**config.mk**
```make
export PLATFORM = sky130hd
export DESIGN_NAME = ac_motor_gate_monitor
export DESIGN_NICKNAME = d
export VERILOG_FILES = /design/src/rtl/ac_motor_gate_pkg.sv /design/src/rtl/ac_motor_gate_phase.sv /design/src/rtl/ac_motor_gate_monitor.sv
export SDC_FILE = /design/constraint.sdc
export NUM_CORES = 1
export LEC_CHECK = 0
export BUFFER_PORTS_ARGS = -buffer_cell sky130_fd_sc_hd__buf_2
export CORE_MARGIN = 5
export CORE_UTILIZATION = 30
export CTS_CLUSTER_DIAMETER = 100
export DETAILED_ROUTE_END_ITERATION = 8
export PLACE_DENSITY = 0.55
export SLEW_MARGIN = 5
export SYNTH_ARGS = -nofsm -noshare
export SYNTH_HDL_FRONTEND = slang
export SYNTH_HIERARCHICAL = 1
export SYNTH_SLANG_ARGS = --single-unit
```
**constraint.sdc**
```tcl
create_clock -name clk -period 2.2 [get_ports clk]
set_input_delay 0.22 -clock clk [delete_from_list [all_inputs] [get_ports clk]]
set_output_delay 0.22 -clock clk [all_outputs]
set_load 0.1 [all_outputs]
```
**src/rtl/ac_motor_gate_pkg.sv**
```systemverilog
// Shared types and default widths for the three-phase gate-bus monitor.
// Phase states are encoded as their {g_high, g_low} input pattern.
package ac_motor_gate_pkg;

  localparam int CNT_W_DEF   = 15;
  localparam int DELAY_W_DEF = 12;

  typedef enum logic [1:0] {
    PH_DEAD  = 2'b00,
    PH_LOW   = 2'b01,
    PH_HIGH  = 2'b10,
    PH_SHOOT = 2'b11
  } phase_state_e;

  function automatic phase_state_e decode_phase(input logic g_high, input logic g_low);
    phase_state_e st;
    case ({g_high, g_low})
      2'b01:   st = PH_LOW;
      2'b10:   st = PH_HIGH;
      2'b11:   st = PH_SHOOT;
      default: st = PH_DEAD;
    endcase
    return st;
  endfunction

endpackage

```
**src/rtl/ac_motor_gate_phase.sv**
```systemverilog
// Per-phase gate checker: state tracking, dead-time and on-time counters,
// sticky shoot-through / dead-time flags and the on-time update pulse.
module ac_motor_gate_phase
  import ac_motor_gate_pkg::*;
#(
  parameter int CNT_W   = CNT_W_DEF,
  parameter int DELAY_W = DELAY_W_DEF
) (
  input  logic               clk,
  input  logic               rst_n,
  input  logic [DELAY_W-1:0] min_delay,
  input  logic               clear_fault,
  input  logic               g_high,
  input  logic               g_low,
  output logic               vector_bit,
  output logic               driven,
  output logic [CNT_W-1:0]   on_time,
  output logic               on_valid,
  output logic               fault_shoot,
  output logic               fault_dead
);

  phase_state_e       state;
  phase_state_e       next_state;
  logic [DELAY_W-1:0] dead_cnt;
  logic [CNT_W-1:0]   on_cnt;
  logic [DELAY_W-1:0] observed_dead;
  logic               entering;
  logic               dead_viol;
  logic               shoot_viol;
  logic               leave_high;

  // NOTE: every always_comb output gets a default first so no path infers a latch.
  always_comb begin
    next_state    = decode_phase(g_high, g_low);
    entering      = (next_state != state);
    observed_dead = (state == PH_DEAD) ? dead_cnt : '0;
    dead_viol     = 1'b0;
    if (entering && (next_state == PH_HIGH || next_state == PH_LOW))
      dead_viol = (observed_dead < min_delay);
    shoot_viol    = entering && (next_state == PH_SHOOT);
    leave_high    = (state == PH_HIGH) && (next_state != PH_HIGH);
  end

  // NOTE: sequential state uses non-blocking assignments so every register
  // sees the pre-edge values of the others.
  always_ff @(posedge clk or negedge rst_n) begin
    if (!rst_n) begin
      state       <= PH_DEAD;
      dead_cnt    <= '1;  // saturated so the first turn-on after reset is legal
      on_cnt      <= '0;
      on_time     <= '0;
      on_valid    <= 1'b0;
      vector_bit  <= 1'b0;
      driven      <= 1'b0;
      fault_shoot <= 1'b0;
      fault_dead  <= 1'b0;
    end else begin
      state    <= next_state;
      driven   <= (next_state == PH_HIGH) || (next_state == PH_LOW);
      on_valid <= leave_high;

      // The entry cycle counts as one cycle in the state, so the value seen
      // at exit equals the number of cycles the pattern was present.
      if (next_state == PH_DEAD) begin
        if (state != PH_DEAD)
          dead_cnt <= DELAY_W'(1);
        else if (dead_cnt != '1)
          dead_cnt <= dead_cnt + 1'b1;
      end

      if (next_state == PH_HIGH) begin
        if (state != PH_HIGH)
          on_cnt <= CNT_W'(1);
        else if (on_cnt != '1)
          on_cnt <= on_cnt + 1'b1;
      end

      if (leave_high)
        on_time <= on_cnt;

      if (next_state == PH_HIGH)
        vector_bit <= 1'b1;
      else if (next_state == PH_LOW)
        vector_bit <= 1'b0;

      // A new violation wins over a simultaneous clear.
      if (shoot_viol)
        fault_shoot <= 1'b1;
      else if (clear_fault)
        fault_shoot <= 1'b0;

      if (dead_viol)
        fault_dead <= 1'b1;
      else if (clear_fault)
        fault_dead <= 1'b0;
    end
  end

endmodule

```
**src/rtl/ac_motor_gate_monitor.sv**
```systemverilog
// Gate-bus monitor top: input capture, three phase checkers, vector assembly.
// Define AC_MOTOR_GATE_SYNC_EN to add a two-flop synchroniser on the gate inputs.
module ac_motor_gate_monitor
  import ac_motor_gate_pkg::*;
#(
  parameter int CNT_W   = CNT_W_DEF,
  parameter int DELAY_W = DELAY_W_DEF
) (
  input  logic               clk,
  input  logic               rst_n,
  input  logic [DELAY_W-1:0] min_delay,
  input  logic               clear_fault,
  input  logic [2:0]         g_high,
  input  logic [2:0]         g_low,
  output logic [2:0]         vector,
  output logic               vector_valid,
  output logic [CNT_W-1:0]   on_time_0,
  output logic [CNT_W-1:0]   on_time_1,
  output logic [CNT_W-1:0]   on_time_2,
  output logic [2:0]         on_valid,
  output logic [2:0]         fault_shoot,
  output logic [2:0]         fault_dead,
  output logic               fault
);

  logic [2:0]       g_high_in;
  logic [2:0]       g_low_in;
  logic [2:0]       g_high_q;
  logic [2:0]       g_low_q;
  logic [2:0]       driven;
  logic [CNT_W-1:0] on_time_a [3];

`ifdef AC_MOTOR_GATE_SYNC_EN
  logic [5:0] sync_ff1;
  logic [5:0] sync_ff2;

  always_ff @(posedge clk or negedge rst_n) begin
    if (!rst_n) begin
      sync_ff1 <= '0;
      sync_ff2 <= '0;
    end else begin
      sync_ff1 <= {g_high, g_low};
      sync_ff2 <= sync_ff1;
    end
  end

  assign {g_high_in, g_low_in} = sync_ff2;
`else
  assign g_high_in = g_high;
  assign g_low_in  = g_low;
`endif

  always_ff @(posedge clk or negedge rst_n) begin
    if (!rst_n) begin
      g_high_q <= '0;
      g_low_q  <= '0;
    end else begin
      g_high_q <= g_high_in;
      g_low_q  <= g_low_in;
    end
  end

  for (genvar i = 0; i < 3; i++) begin : g_phase
    ac_motor_gate_phase #(
      .CNT_W   (CNT_W),
      .DELAY_W (DELAY_W)
    ) u_phase (
      .clk         (clk),
      .rst_n       (rst_n),
      .min_delay   (min_delay),
      .clear_fault (clear_fault),
      .g_high      (g_high_q[i]),
      .g_low       (g_low_q[i]),
      .vector_bit  (vector[i]),
      .driven      (driven[i]),
      .on_time     (on_time_a[i]),
      .on_valid    (on_valid[i]),
      .fault_shoot (fault_shoot[i]),
      .fault_dead  (fault_dead[i])
    );
  end

  assign on_time_0    = on_time_a[0];
  assign on_time_1    = on_time_a[1];
  assign on_time_2    = on_time_a[2];
  assign vector_valid = &driven;
  assign fault        = (|fault_shoot) | (|fault_dead);

endmodule

```
==> run_results.csv, run 1 <==
group,metric,value,unit
outcome,outcome,"finished clean",
global_routing,grt_first_pass_wirelength,34900,µm
power_and_ir_drop,share_of_total_power_in_sequential_cells,40.9,%
yosys,synth_ff_type,"sky130_fd_sc_hd__dfrtp_1",
cells_and_area,syn_to_final_growth,19.7,%
flow_run,maxCapViolCount,0,
sta,rsz0062_at_grt,"no",
clock_network,clock_sink_count,153,
global_routing,largest_net_degree_at_the_start_of_global_routing,59,
yosys,synthesized_area_fraction_occupied_by_and_or_nand_nor_cells,19.7,%
floorplanning,design.die.area,0.0330,mm²
yosys,synthesis.area,0.00883,mm²
sta,setup_violations,0,
power_and_ir_drop,power_report.internal_total,5.34,mW
routing,routed_wl,20700,µm
routing,post_drt_wl_per_cell,15.1,µm
cells_and_area,fill_cells,2949,
global_routing,grt-ovfl-total,0,
global_routing,vias_in_the_first_global_route,6705,
sta,post-route-period-util,94.4,%
critical_path,timing.rr.end,"g_phase[0].u_phase/fault_dead",
yosys,synth.top_cells.by_count,"sky130_fd_sc_hd__dfrtp_1 (117), sky130_fd_sc_hd__inv_1 (69), sky130_fd_sc_hd__nand2_1 (67)",
critical_path,arrival,2.41,ns
yosys,synth.area.top_cells,"sky130_fd_sc_hd__dfrtp_1 (33%), sky130_fd_sc_hd__dfstp_2 (11%), sky130_fd_sc_hd__ha_1 (8.1%)",
clock_network,cts_tree,"yes",
placement,portBuffers,79,
routing,routed_via_density,4.91,
clock_network,clock_path_buffers,2,
floorplanning,chipWidth,182,µm
routing,drt_first_iter_violations,483,
yosys,synth_nets,940,
yosys,synth_most_common_cell,"sky130_fd_sc_hd__dfrtp_1",
yosys,synth_top_area_share,33.2,%
placement,routabilityCongestion,0.839,
clock_network,cts_root_buffer,"sky130_fd_sc_hd__clkbuf_16",
power_and_ir_drop,power_frac_clock,40.5,%
cells_and_area,sequential_cell_area,0.00387,mm²
clock_network,htreeDepth,4,
routing,firstDrtPassIters,5,
critical_path,cp-start-kind,"flip-flop",
yosys,synth_top_family_by_area,"simple AND/OR/NAND/NOR gates",
yosys,synth_cell_types,58,
clock_network,postCtsSetupBuffers,0,
sta,worst_slew_margin_rel,63.8,%
yosys,muxShareOfSynthArea,8.50,%
critical_path,timing.critical_path.to_type,"flip-flop",
min_path,hold_path.class,"in -> reg",
cells_and_area,drive_gt1_share,27.8,%
sta,final-max-slew-violation-count,0,
clock_network,clock_insertion_delay_worst_skew,0.42,ns
floorplanning,io_pins,80,
power_and_ir_drop,max-vdd-ir-drop,0.460,mV
floorplanning,core,0.0289,mm²
critical_path,r2r.worst_path.cells,8,
yosys,synth_adder_area_share,8.08,%
sta,final.setup_skew,0.0140,ns
power_and_ir_drop,combinationalPowerShare,18.6,%
placement,placed_cells_incl_taps,1333,
yosys,seq_area_frac_synth,43.9,%
clock_network,clk_transition_reported_paths,0.06,ns
routing,final_antenna_net_count,0,
cells_and_area,multi_input_area,0.00457,mm²
yosys,post_synthesis_sequential_element_count,153,
floorplanning,initial_utilization,30.6,%
yosys,synth.avg_cell_area,10.2,µm²
floorplanning,num_rows,62,
sta,fmax,481,MHz
power_and_ir_drop,power.share.switching,31.6,%
global_routing,grt_util_all_layers,12.8,%
yosys,asyncSetResetFlopFracSynth,100,%
yosys,synth_edf_count,0,
yosys,synth-xor-area-share,0.893,%
critical_path,worstReg2RegStart,"g_phase[0].u_phase/state[0]",
critical_path,required,2.54,ns
floorplanning,die_height,182,µm
yosys,synth_compound_area_share,14.3,%
routing,vias,6740,
power_and_ir_drop,power.density,739,mW/mm²
cells_and_area,final_net_count,1053,
min_path,whs_path_depth,2,
sta,timing_hold_violations_final,0,
critical_path,reg2reg_setup_slack,0.12,ns
yosys,synthesis.instances,862,
placement,dpl.hpwl,15400,µm
min_path,hold_path_startpoint,"clear_fault",
routing,post-route-drc-count,0,
power_and_ir_drop,leakage,5.09,nW
global_routing,grt_antenna_before_repair,0,
sta,tns,0,ns
clock_network,cts_buffers,17,
sta,tightestPinTransition,0.537,ns
sta,period_needed,2.08,ns
min_path,worstHoldEndpoint,"g_phase[0].u_phase/fault_shoot",
power_and_ir_drop,power_switching,2.47,mW
critical_path,crit_path_max_fanout,5,
yosys,synth-warning-count,6,
cells_and_area,antenna-diode-count,0,
yosys,netlist.top_cell.by_area,"sky130_fd_sc_hd__dfrtp_1",
critical_path,critical_path_class,"reg -> reg",
cells_and_area,final-instance-count-excl-fill,1372,
## cell families (layout without fill, tap and decap cells)
kind of cell,count (synthesis),count (layout)
flops,153,153
simple gates,304,304
fa+ha+maj,57,57
xor+xnor,9,9
compound gates,174,174
buf+inv,96,222
mux,69,69
## how the worst max path moves through the flow
stage | endpoint | slack [ns] | from | cells past startpoint
floorplan | g_phase[0].u_phase/fault_dead | 0.03 | g_phase[0].u_phase/state[0] | 8
finish | g_phase[0].u_phase/fault_dead | 0.12 | g_phase[0].u_phase/state[0] | 8
CTS | g_phase[0].u_phase/fault_dead | 0.04 | g_phase[0].u_phase/state[0] | 7
global placement | g_phase[0].u_phase/fault_dead | 0.001 | g_phase[0].u_phase/state[0] | 7
global route | g_phase[2].u_phase/fault_dead | 0.003 | g_phase[2].u_phase/state[0] | 8
detailed placement | g_phase[0].u_phase/fault_dead | -0.05 | g_phase[0].u_phase/state[0] | 7
## power groups by stage
stage / registers (mW) / logic (mW) / clock network [mW]
final: 3.19 / 1.45 / 3.16
after floorplan: 3.71 / 0.558 / 0
after CTS: 3.19 / 1.47 / 3.28
after detailed placement: 3.24 / 1.45 / 0
after global placement: 3.24 / 1.44 / 0
after global routing: 3.22 / 1.58 / 3.42
## critical path, cell delays in order, from the launching register on
cell	delay, ns
sky130_fd_sc_hd__dfrtp_1	0.40
sky130_fd_sc_hd__buf_4	0.16
sky130_fd_sc_hd__or3b_4	0.43
sky130_fd_sc_hd__inv_1	0.08
sky130_fd_sc_hd__ha_1	0.25
sky130_fd_sc_hd__and3_1	0.19
sky130_fd_sc_hd__a221oi_2	0.25
sky130_fd_sc_hd__o21ai_1	0.11
sky130_fd_sc_hd__a2bb2oi_1	0.13
## layout make-up
class                   instances  share of cell area [%]
flip-flops and latches        153                    36.7
repair buffers                121                    7.19
inverters                      69                    2.45
clock inverters                13                    1.81
well taps                     384                    4.55
clock buffers                  19                    4.10
multi-input cells             613                    43.3
## layout by cell type (no fill, tap or decap), types with 22 or more instances in the layout
master / Yosys / routed
sky130_fd_sc_hd__and2_1: 27 / 27
sky130_fd_sc_hd__and3_1: 22 / 22
sky130_fd_sc_hd__buf_2: 9 / 78
sky130_fd_sc_hd__buf_4: 0 / 33
sky130_fd_sc_hd__dfrtp_1: 117 / 117
sky130_fd_sc_hd__dfstp_2: 36 / 36
sky130_fd_sc_hd__ha_1: 57 / 57
sky130_fd_sc_hd__inv_1: 69 / 69
sky130_fd_sc_hd__mux2_2: 48 / 48
sky130_fd_sc_hd__nand2_1: 67 / 67
sky130_fd_sc_hd__nand2b_1: 27 / 27
sky130_fd_sc_hd__nand3_1: 27 / 27
sky130_fd_sc_hd__nor2_1: 40 / 39
sky130_fd_sc_hd__o21ai_0: 30 / 28
## state kept, by name, summed over array words and instances (netlist names)
signal and count:
g_high_q 3, g_low_q 3, g_phase.u_phase/dead_cnt 36, g_phase.u_phase/driven 3
g_phase.u_phase/fault_dead 3, g_phase.u_phase/fault_shoot 3, g_phase.u_phase/on_cnt 45, g_phase.u_phase/on_time 45
g_phase.u_phase/on_valid 3, g_phase.u_phase/state 6, g_phase.u_phase/vector_bit 3
## layer usage
layer  part of all wire (%)  track usage (%)  vias to the layer above
li1                       -                -                     3342
met5                      0                0                        -
met3                    3.5             2.88                       11
met1                     51             18.2                     3279
met4                   0.90             3.18                        0
met2                     45             19.7                      108
## metrics by stage
| step | hold WS, ns | utilization (%) | setup slack, ns | cell area [µm²] | power [mW] |
|---|---|---|---|---|---|
| after floorplan | -0.0756 | - | 0.0288 | 8830 | 4.27 |
| after global placement | 0.168 | 34.1 | 0.000961 | 9840 | 4.68 |
| after detailed placement | 0.164 | 34.1 | -0.0489 | 9840 | 4.69 |
| after CTS | 0.0905 | 36.5 | 0.0439 | 10500 | 7.94 |
| after global routing | 0.0953 | 36.6 | 0.00264 | 10600 | 8.21 |
| final | 0.131 | 36.6 | 0.123 | 10600 | 7.81 |
## timing repair
item,CTS,global route
resized for setup,1,7
hold endpoints to repair,21,0
hold buffers,7,0
pin swaps,0,1
endpoints found under the setup margin,1,3
Note: power is estimated with default switching activity, not from simulation.
==> inputs of run 2 (changes only) <==
Settings changed: CORE_UTILIZATION 30 to 45, PLACE_DENSITY 0.55 to 0.73.
==> run_results.csv, run 2 (synthesis gave the netlist of run 1 again) <==
group,metric,value,unit
min_path,hold_path_startpoint,"clear_fault",
critical_path,reg2reg_setup_slack,0.10,ns
critical_path,crit_path_max_fanout,5,
critical_path,r2r.worst_path.cells,8,
critical_path,worstReg2RegStart,"g_phase[1].u_phase/state[0]",
critical_path,worst-path-buf-inv,2,
power_and_ir_drop,power,7.39,mW
sta,timing_hold_violations_final,0,
global_routing,grt_util_all_layers,17.6,%
min_path,hold_path.class,"in -> reg",
cells_and_area,fill_cells,1773,
sta,tightestPinTransition,0.532,ns
floorplanning,design.die.area,0.0225,mm²
clock_network,cts_root_buffer,"sky130_fd_sc_hd__clkbuf_16",
placement,placed_cells_incl_taps,1210,
cells_and_area,final-instance-count-excl-fill,1252,
sta,fmax,477,MHz
placement,dpl.hpwl,14200,µm
critical_path,path_cells,"buf_4 -> or3b_4 -> inv_1 -> ha_1 -> and3_1 -> a221oi_1 -> o21ai_0 -> a2bb2oi_1",
cells_and_area,most-common-layout-cells,"sky130_fd_sc_hd__dfrtp_1 (117), sky130_fd_sc_hd__buf_2 (78), sky130_fd_sc_hd__inv_1 (69), sky130_fd_sc_hd__nand2_1 (67), sky130_fd_sc_hd__ha_1 (57)",
floorplanning,chipWidth,150,µm
floorplanning,die_height,150,µm
critical_path,required,2.54,ns
sta,period_needed,2.10,ns
routing,vias,6771,
clock_network,clock_sink_count,153,
routing,post-route-drc-count,0,
global_routing,largest_net_degree_at_the_start_of_global_routing,57,
critical_path,critical_path_class,"reg -> reg",
critical_path,timing.critical_path.to_type,"flip-flop",
cells_and_area,most_frequent_standard_cell_in_the_layout_excluding_fill_and_tap_cells,"sky130_fd_sc_hd__dfrtp_1",
critical_path,crit_path_max_delay_cell_type,"sky130_fd_sc_hd__or3b_4",
placement,place_ws,-0.00683,ns
cells_and_area,antenna-diode-count,0,
sta,setup_slack,0.102,ns
global_routing,grt_first_pass_wirelength,32400,µm
flow_run,maxCapViolCount,0,
routing,firstDrtPassIters,4,
critical_path,max_stage_delay,0.44,ns
sta,post-route-period-util,95.3,%
clock_network,cts_buffers,17,
outcome,outcome,"finished clean",
critical_path,timing.critical_path.max_delay_family,"simple AND/OR/NAND/NOR gates",
sta,setup_violations,0,
sta,tns,0,ns
clock_network,htreeDepth,4,
global_routing,grt-ovfl-total,0,
min_path,worstHoldEndpoint,"g_phase[0].u_phase/fault_shoot",
min_path,whs_path_depth,2,
power_and_ir_drop,leakage,5.05,nW
routing,drt_first_iter_violations,355,
routing,routed_wl,19100,µm
global_routing,grt_antenna_before_repair,0,
global_routing,vias_in_the_first_global_route,6550,
routing,final_antenna_net_count,0,
cells_and_area,final_net_count,1053,
floorplanning,num_rows,51,
power_and_ir_drop,max-vdd-ir-drop,0.532,mV
cells_and_area,drive_gt1_share,27.8,%
routing,routed_via_density,5.41,
placement,routabilityCongestion,0.874,
sta,hold-worst-slack,0.0979,ns
clock_network,cts_tree,"yes",
sta,final.setup_skew,0.00793,ns
critical_path,timing.rr.end,"g_phase[1].u_phase/fault_dead",
clock_network,clock_insertion_delay_worst_skew,0.41,ns
placement,portBuffers,79,
critical_path,cp-start-kind,"flip-flop",
sta,worst_slew_margin_rel,64.5,%
clock_network,clock_path_buffers,2,
sta,final-max-slew-violation-count,0,
clock_network,clk_transition_reported_paths,0.06,ns
cells_and_area,syn_to_final_growth,17.3,%
floorplanning,core,0.0194,mm²
floorplanning,initial_utilization,45.5,%
routing,post_drt_wl_per_cell,15.2,µm
floorplanning,io_pins,80,
critical_path,arrival,2.43,ns
cells_and_area,largestRegisters,"g_phase.u_phase/on_cnt x45, g_phase.u_phase/on_time x45, g_phase.u_phase/dead_cnt x36",
power_and_ir_drop,power.density,714,mW/mm²
==> run 2: layout make-up <==
type                            count  area [µm²]  share of cell area (%)
Clock buffer                       19         453                    4.37
Inverter                           69         259                    2.50
Clock inverter                     12         101                   0.979
Multi-Input combinational cell    613        4560                    44.0
Sequential cell                   153        3870                    37.4
Timing Repair Buffer              121         776                    7.49
Tap cell                          265         332                    3.20
==> run 2: repair_timing <==
action | CTS | global route
gates cloned | 0 | 0
setup endpoints to repair | 1 | 3
setup buffers | 0 | 4
hold buffers | 7 | 0
endpoints found under the hold margin | 58 | 0
gates resized for setup | 1 | 6
pin swaps | 0 | 3
==> run 2: worst max-delay path by stage <==
stage	from	end	slack (ns)	depth (start not counted)
2_1_floorplan	g_phase[0].u_phase/state[0]	g_phase[0].u_phase/fault_dead	0.03	8
3_3_place_gp	g_phase[0].u_phase/state[0]	g_phase[0].u_phase/fault_dead	0.08	7
3_5_place_dp	g_phase[0].u_phase/state[0]	g_phase[0].u_phase/fault_dead	-0.007	7
4_1_cts	g_phase[1].u_phase/state[0]	g_phase[1].u_phase/fault_dead	0.04	7
5_1_grt	g_phase[2].u_phase/state[0]	g_phase[2].u_phase/fault_dead	-0.02	8
6_report	g_phase[1].u_phase/state[0]	g_phase[1].u_phase/fault_dead	0.10	8
==> run 2: where the power goes <==
group / leakage [nW] / switching (mW) / internal (mW)
Sequential: 1.93 / 0.173 / 3.02
Clock: 0.263 / 1.15 / 1.60
Combinational: 2.86 / 1.04 / 0.403
==> run 2: through the flow <==
step / cell area [µm²] / util [%]
2_1_floorplan: 8830 / -
3_3_place_gp: 9680 / 49.9
3_5_place_dp: 9680 / 49.9
4_1_cts: 10300 / 53.1
5_1_grt: 10400 / 53.4
6_report: 10400 / 53.4
==> run 2: per-layer routing <==
metal  GRT usage, %  vias up  share of wire (%)
met1           25.4     3283                 49
met5              0        -                  0
met2           27.4      136                 46
li1               -     3336                  -
met4           4.89        0                1.2
met3           3.00       16                3.9
==> run 2: worst reg2reg max path: stages (launching register included) <==
cell	delay (ns)
sky130_fd_sc_hd__dfrtp_1	0.40
sky130_fd_sc_hd__buf_4	0.17
sky130_fd_sc_hd__or3b_4	0.44
sky130_fd_sc_hd__inv_1	0.10
sky130_fd_sc_hd__ha_1	0.23
sky130_fd_sc_hd__and3_1	0.17
sky130_fd_sc_hd__a221oi_1	0.24
sky130_fd_sc_hd__o21ai_0	0.14
sky130_fd_sc_hd__a2bb2oi_1	0.14
